`src/rtl/fetch_unit.sv`:
```
// fetch_unit: single-outstanding instruction fetch with a one-entry decode buffer.
// Two-state control: REQ issues a request to imem, and WAIT holds until the response returns.
// A redirect from execute overrides everything. A response that was already in flight
// when the redirect arrived is marked with kill, so it is dropped instead of being
// delivered to decode.
module fetch_unit #(
  parameter int unsigned PC_STEP = 4
) (
  input  logic        clk,
  input  logic        rst,
  input  logic [31:0] pc,
  output logic [31:0] pc_nxt,
  output logic        imem_req_valid,
  input  logic        imem_req_ready,
  output logic [31:0] imem_req_addr,
  input  logic        imem_rsp_valid,
  input  logic [31:0] imem_rsp_data,
  input  logic        redirect_valid,
  input  logic [31:0] redirect_target,
  output logic        instr_valid,
  input  logic        instr_ready,
  output logic [31:0] instr,
  output logic [31:0] instr_pc
);

  localparam logic [0:0] ST_REQ  = 1'b0;
  localparam logic [0:0] ST_WAIT = 1'b1;

  logic [0:0]  state;
  logic        kill;
  logic [31:0] req_pc;

  logic space;
  logic req_fire;
  logic rsp_take;
  logic buf_load;

  // Redirect targets are word aligned, so the low two bits are deliberately ignored.
  logic unused_tgt_lsbs;
  assign unused_tgt_lsbs = ^redirect_target[1:0];

  // A request is issued only when the buffer is free, or is being drained this cycle.
  // This guarantees that the buffer has room when the response returns.
  assign space          = !instr_valid || instr_ready;
  assign imem_req_valid = (state == ST_REQ) && space && !redirect_valid && rst;
  assign imem_req_addr  = pc;
  assign req_fire       = imem_req_valid && imem_req_ready;
  assign rsp_take       = (state == ST_WAIT) && imem_rsp_valid;
  assign buf_load       = rsp_take && !kill && !redirect_valid;

  // Next-PC selection: a redirect wins, then a sequential step on acceptance, otherwise hold.
  always_comb begin
    // NOTE: assign the default first, so that every path drives pc_nxt and no latch is inferred.
    pc_nxt = pc;
    if (rst) begin
      if (redirect_valid) begin
        pc_nxt = {redirect_target[31:2], 2'b00};
      end else if (req_fire) begin
        pc_nxt = pc + 32'(PC_STEP);
      end
    end
  end

  // Control state and the kill flag for a response that was already in flight at redirect time.
  always_ff @(posedge clk or negedge rst) begin
    if (!rst) begin
      // NOTE: sequential state uses non-blocking assignments, so all flops see pre-edge values.
      state <= ST_REQ;
      kill  <= 1'b0;
    end else begin
      case (state)
        ST_REQ: begin
          if (req_fire) state <= ST_WAIT;
        end
        default: begin
          if (imem_rsp_valid) begin
            state <= ST_REQ;
            kill  <= 1'b0;
          end else if (redirect_valid) begin
            kill <= 1'b1;
          end
        end
      endcase
    end
  end

  // Capture the address of the accepted request, so that the returning data can be tagged with it.
  always_ff @(posedge clk or negedge rst) begin
    if (!rst) begin
      req_pc <= '0;
    end else if (req_fire) begin
      req_pc <= pc;
    end
  end

  // One-entry decode buffer. Its contents stay stable while it is stalled, and a redirect flushes it.
  always_ff @(posedge clk or negedge rst) begin
    if (!rst) begin
      instr_valid <= 1'b0;
      instr       <= '0;
      instr_pc    <= '0;
    end else begin
      if (redirect_valid) begin
        instr_valid <= 1'b0;
      end else if (buf_load) begin
        instr_valid <= 1'b1;
      end else if (instr_valid && instr_ready) begin
        instr_valid <= 1'b0;
      end
      if (buf_load) begin
        instr    <= imem_rsp_data;
        instr_pc <= req_pc;
      end
    end
  end

endmodule

```
`config.mk`:
```
export PLATFORM = sky130hd
export DESIGN_NAME = fetch_unit
export DESIGN_NICKNAME = d
export VERILOG_FILES = /design/src/rtl/fetch_unit.sv
export SDC_FILE = /design/constraint.sdc
export NUM_CORES = 1
export LEC_CHECK = 0
export CAP_MARGIN = 20
export CORE_UTILIZATION = 46
export DETAILED_ROUTE_END_ITERATION = 6
export PLACE_DENSITY = 0.93
export SETUP_SLACK_MARGIN = 0.3
export SYNTH_ARGS = -nofsm -noshare
export SYNTH_HDL_FRONTEND = slang
export SYNTH_SLANG_ARGS = --single-unit
```
`constraint.sdc`:
```
create_clock -name clk -period 2.5 [get_ports clk]
set_input_delay 0.25 -clock clk [delete_from_list [all_inputs] [get_ports clk]]
set_output_delay 0.25 -clock clk [all_outputs]
set_load 0.03 [all_outputs]
```
# Yosys cells after proc, flatten, opt, wreduce, memory -nomap -nowiden
# Index checks and enable logic that the tools add are counted.
[op_classes] reduce_logical=15 muxes=11 n_bitwise=1 add_sub_neg=1
[ops] op="2-to-1 mux 32 bit" count=3
[ops] op="adder 32 x 3 -> 32 bit (second input constant)" count=1
[ops] op="logical AND 1 bit" count=8
[ops] op="2-to-1 mux 1 bit" count=8
[ops] op="zero test 1 bit" count=3
[ops] op="nonzero test 3 bit" count=1
[ops] op="AND reduction 2 bit" count=1
[ops] op="nonzero test 2 bit" count=1
[ops] op="logical OR 1 bit" count=1
[ops] op="NOT 1 bit" count=1
[totals] inputBits=102 out_inout_bits=130 register_bits=99

# Depth between registers and ports, before layout
[depth] depth_word=9 mapped_depth=8 ltp_nobuf=6

# Worst setup path after synthesis
# No wires, ideal clock.
[synth_path] kind="input-to-output" from="input redirect_valid" to="output pc_nxt[24]" path_buffers=1 setup_slack_ns=0.147 arrival_time_ns=2.103 path_stages=6 path_cell_list="clkbuf_1 -> nand2b_1 -> nor3_2 -> nand4_1 -> xor2_1 -> a21oi_1"
[synth_via] elab_chain_len=7
[synth_rtl] element="from (decl)" line="18" rtl="input logic redirect_valid,"
[synth_rtl] element="zero test 1 bit" line="45" rtl="assign imem_req_valid = (state == ST_REQ) && space && !redirect_valid && rst;"
[synth_rtl] element="logical AND 1 bit (2 in series)" line="45"
[synth_rtl] element="net imem_req_valid" line="13" rtl="output logic imem_req_valid,"
[synth_rtl] element="logical AND 1 bit" line="47" rtl="assign req_fire = imem_req_valid && imem_req_ready;"
[synth_rtl] element="2-to-1 mux 32 bit" line="58" rtl="end else if (req_fire) begin"
[synth_rtl] element="2-to-1 mux 32 bit" line="56" rtl="if (redirect_valid) begin"
[synth_rtl] element="2-to-1 mux 32 bit" line="55" rtl="if (rst) begin"
[synth_rtl] element="to (decl)" line="12" rtl="output logic [31:0] pc_nxt,"
# The timed path passes the listed nets, and every way through them passes these cells.

# Worst setup path in the final report
[layout_path] from="input pc[10]" to="output pc_nxt[31]"
[layout_via] elab_chain_len=4
[layout_rtl] element="from (decl)" line="11" rtl="input logic [31:0] pc,"
[layout_rtl] element="adder 32 x 3 -> 32 bit" line="59" rtl="pc_nxt = pc + 32'(PC_STEP);"
[layout_rtl] element="2-to-1 mux 32 bit" line="58"
[layout_rtl] element="2-to-1 mux 32 bit" line="56"
[layout_rtl] element="2-to-1 mux 32 bit" line="55"
# Every way passes these cells.

==> results.py <==
metrics = {
    "run_status": {
        "status": "finished clean",
    },
    "yosys": {
        "postSynthAreaPerCell_um2": 10.16,
        "synth-edff-count": 0,
        "ys.flop_type": "dfrtp_1",
        "synth_cells": 507,
        "yosys.area_share.simple_pct": 16.74,
        "synth_top_family_by_area": "simple AND/OR/NAND/NOR gates",
        "synth_xor_area_share_pct": 3.401,
        "async_reset_ff_share_pct": 100.0,
        "seq_area_frac_synth_pct": 48.09,
        "synth_nets": 610,
        "netlist.area_leader.share_pct": 48.09,
        "ys_ff_latch": 99,
        "yosysWarnings": 0,
        "synth_mux_area_share_pct": 15.38,
        "synth_compound_area_share_pct": 8.671,
        "syn_area_mm2": 0.005151,
        "synth_cell_types": 46,
        "synth_adder_area_share_pct": 0.2429,
        "synth_area_leaders": "dfrtp_1 (48%), mux2_2 (14%), nand2_1 (7.4%), buf_4 (4.7%), o22ai_1 (2.3%)",
        "synth_largest_area_cell": "dfrtp_1",
    },
    "grt": {
        "grt_max_degree": 56,
        "antenna_found_initial": 0,
        "overflow": 0,
        "grt_pass1_wl_um": 25850,
        "track_usage_pct": 29.00,
        "grt_pass1_vias": 5058,
    },
    "sta": {
        "hold_ws_ns": 0.1143,
        "period_share_pct": 94.79,
        "slew_headroom_pct": 57.78,
        "rsz0062_at_grt": "true",
        "maxSlewViolCount": 0,
        "period_minus_slack_ns": 2.370,
        "hold_violations": 0,
        "skew_ns": 0.01341,
        "worst_pin_slew_ns": 0.6333,
        "fmax_ghz": 0.4220,
        "setup_viol": 0,
    },
    "finish": {
        "layout-drive-gt1-share_pct": 29.96,
        "seqCellArea_mm2": 0.002479,
        "fin_nets": 869,
        "syn_to_final_growth_pct": 60.65,
        "final_common_cell": "clkdlybuf4s50_1",
        "diodes": 0,
        "fillers": 734,
        "layout_common_cells": "clkdlybuf4s50_1 (175), nand2_1 (100), dfrtp_1 (98)",
        "multiInputGateArea_mm2": 0.002484,
    },
    "clock_network": {
        "numCtsBuffers": 9,
        "cts.clk_slew.worst_paths_ns": 0.10,
        "cts_root_buf": "clkbuf_8",
        "tritoncts": "yes",
        "clk_latency_ns": 0.36,
        "cts.sinks": 99,
        "cts_buffer_depth": 2,
        "cts_max_level": 3,
    },
    "worst_setup_path": {
        "arrival_ns": 2.12,
        "start_kind": "primary input",
        "required_ns": 2.25,
        "cp_max_fo": 6,
        "crit_type": "in -> out",
        "cp-end-kind": "output port",
        "r2r_setup_slack_ns": 0.79,
    },
    "floorplanning": {
        "die_w_um": 107.8,
        "coreArea_mm2": 0.01089,
        "dieArea_mm2": 0.01163,
        "die_h_um": 107.8,
        "num_rows": 38,
        "num_io_pins": 232,
        "start_util_pct": 47.31,
    },
    "placement": {
        "place_hpwl_um": 12230,
        "globalplace.congestion": 0.8954,
        "port-buffer-count": 229,
    },
    "flow_run": {
        "maxCapViolations": 0,
    },
    "power_and_ir_drop": {
        "p_leak_nw": 3.682,
        "power_density_mw_per_mm2": 831.6,
        "vdd_drop_max_v": 0.0006066,
        "total_power_w": 0.006882,
    },
    "detailed_routing": {
        "viasPerCell": 5.527,
        "wl_per_cell_um": 19.12,
        "drc": 0,
        "drtIter0Drc": 360,
        "drt-pass1-iter-count": 5,
        "routed_wl_um": 17420,
        "vias": 5035,
        "antenna_left": 0,
    },
    "worst_hold_path": {
        "hp-class": "in -> async",
    },
}
-- final timing paths --
path                             from      endpoint  cells after the start
max                            pc[10]    pc_nxt[31]                      8
min                               rst  instr_pc[27]                      2
max reg2reg                     state     instr[19]                      5
min reg2reg                req_pc[11]    req_pc[11]                      2
max in group asynchronous         rst     req_pc[6]                      4
min in group clk               pc[14]    req_pc[14]                      4
-- cell families after synthesis --
| family | Yosys count |
|---|---|
| mux | 71 |
| compound gates | 73 |
| buf+inv | 67 |
| simple gates | 176 |
| xor+xnor | 20 |
| fa+ha+maj | 1 |
| flops | 99 |
-- critical path: stages --
cell and delay [ns]:
clkdlybuf4s50_1 0.55, nand3_2 0.15, nor2_4 0.17, nor4b_4 0.23
buf_6 0.17, nand3_2 0.08, o311ai_2 0.30, buf_4 0.21
-- metrics by stage --
step	TNS, ns	utilization [%]	setup slack (ns)	instance area (µm²)	std cells
4_1_cts	0	74.05	0.2235	8063	898
6_report	0	76.01	0.1301	8275	911
3_3_place_gp	-0.006352	70.25	-0.006352	7649	869
2_1_floorplan	0	-	0.3105	5157	507
5_1_grt	0	76.01	0.07809	8275	911
3_5_place_dp	-0.4400	70.25	-0.1051	7649	869
-- where the power goes --
| group | switching (W) | internal, W | leakage (nW) |
|---|---|---|---|
| Combinational | 0.00180 | 0.00152 | 2.34 |
| Sequential | 0.000313 | 0.00217 | 1.24 |
| Clock | 0.000594 | 0.000481 | 0.102 |
| Total | 0.00271 | 0.00417 | 3.68 |
-- registers in the layout (all words and copies together) (netlist names) --
| register | flops |
|---|---|
| instr | 32 |
| instr_pc | 32 |
| instr_valid | 1 |
| kill | 1 |
| req_pc | 32 |
| state | 1 |
-- area by class of cell --
type                       count  share of cell area [%]
clock buffer                   9                   1.497
timing repair buffer         307                   35.05
inverter                       8                  0.3629
clock inverter                 7                   1.013
multi-input combinational    341                   30.01
tap                          140                   2.117
sequential                    99                   29.95
-- layer usage --
metal	up-vias	track usage (%)	wire length [µm]
li1	2261	-	-
met1	2461	34.09	6802
met2	255	52.06	8919
met3	58	5.206	1153
met4	0	11.45	541
met5	-	0	0
-- cells in the mapped netlist (2+ instances only) --
cell type  number
a21oi_1        23
a22oi_1         4
and2_1          4
and3_1          9
and4_1          2
buf_2          10
buf_4          32
clkbuf_1       15
dfrtp_1        99
inv_1           8
mux2_2         65
mux2i_1         6
nand2_1       102
nand2b_1        2
nand3_1        14
nand4_1        11
nor2_1          9
nor2b_1         4
nor3_1          6
nor3_2          2
nor4_1          2
o211ai_1        2
o21ai_0        15
o221ai_1        2
o22ai_1        19
o31a_1          2
xnor2_1         7
xor2_1         13
-- what timing repair did --
action | in CTS | in global routing
resized for setup | 56 | 25
buffers inserted | 11 | 11
setup endpoints to repair | 32 | 29
endpoints found under the hold margin | 5 | 4
pin swaps | 23 | 24
hold buffers | 2 | 2
Note: power is estimated with default switching activity, not from simulation.
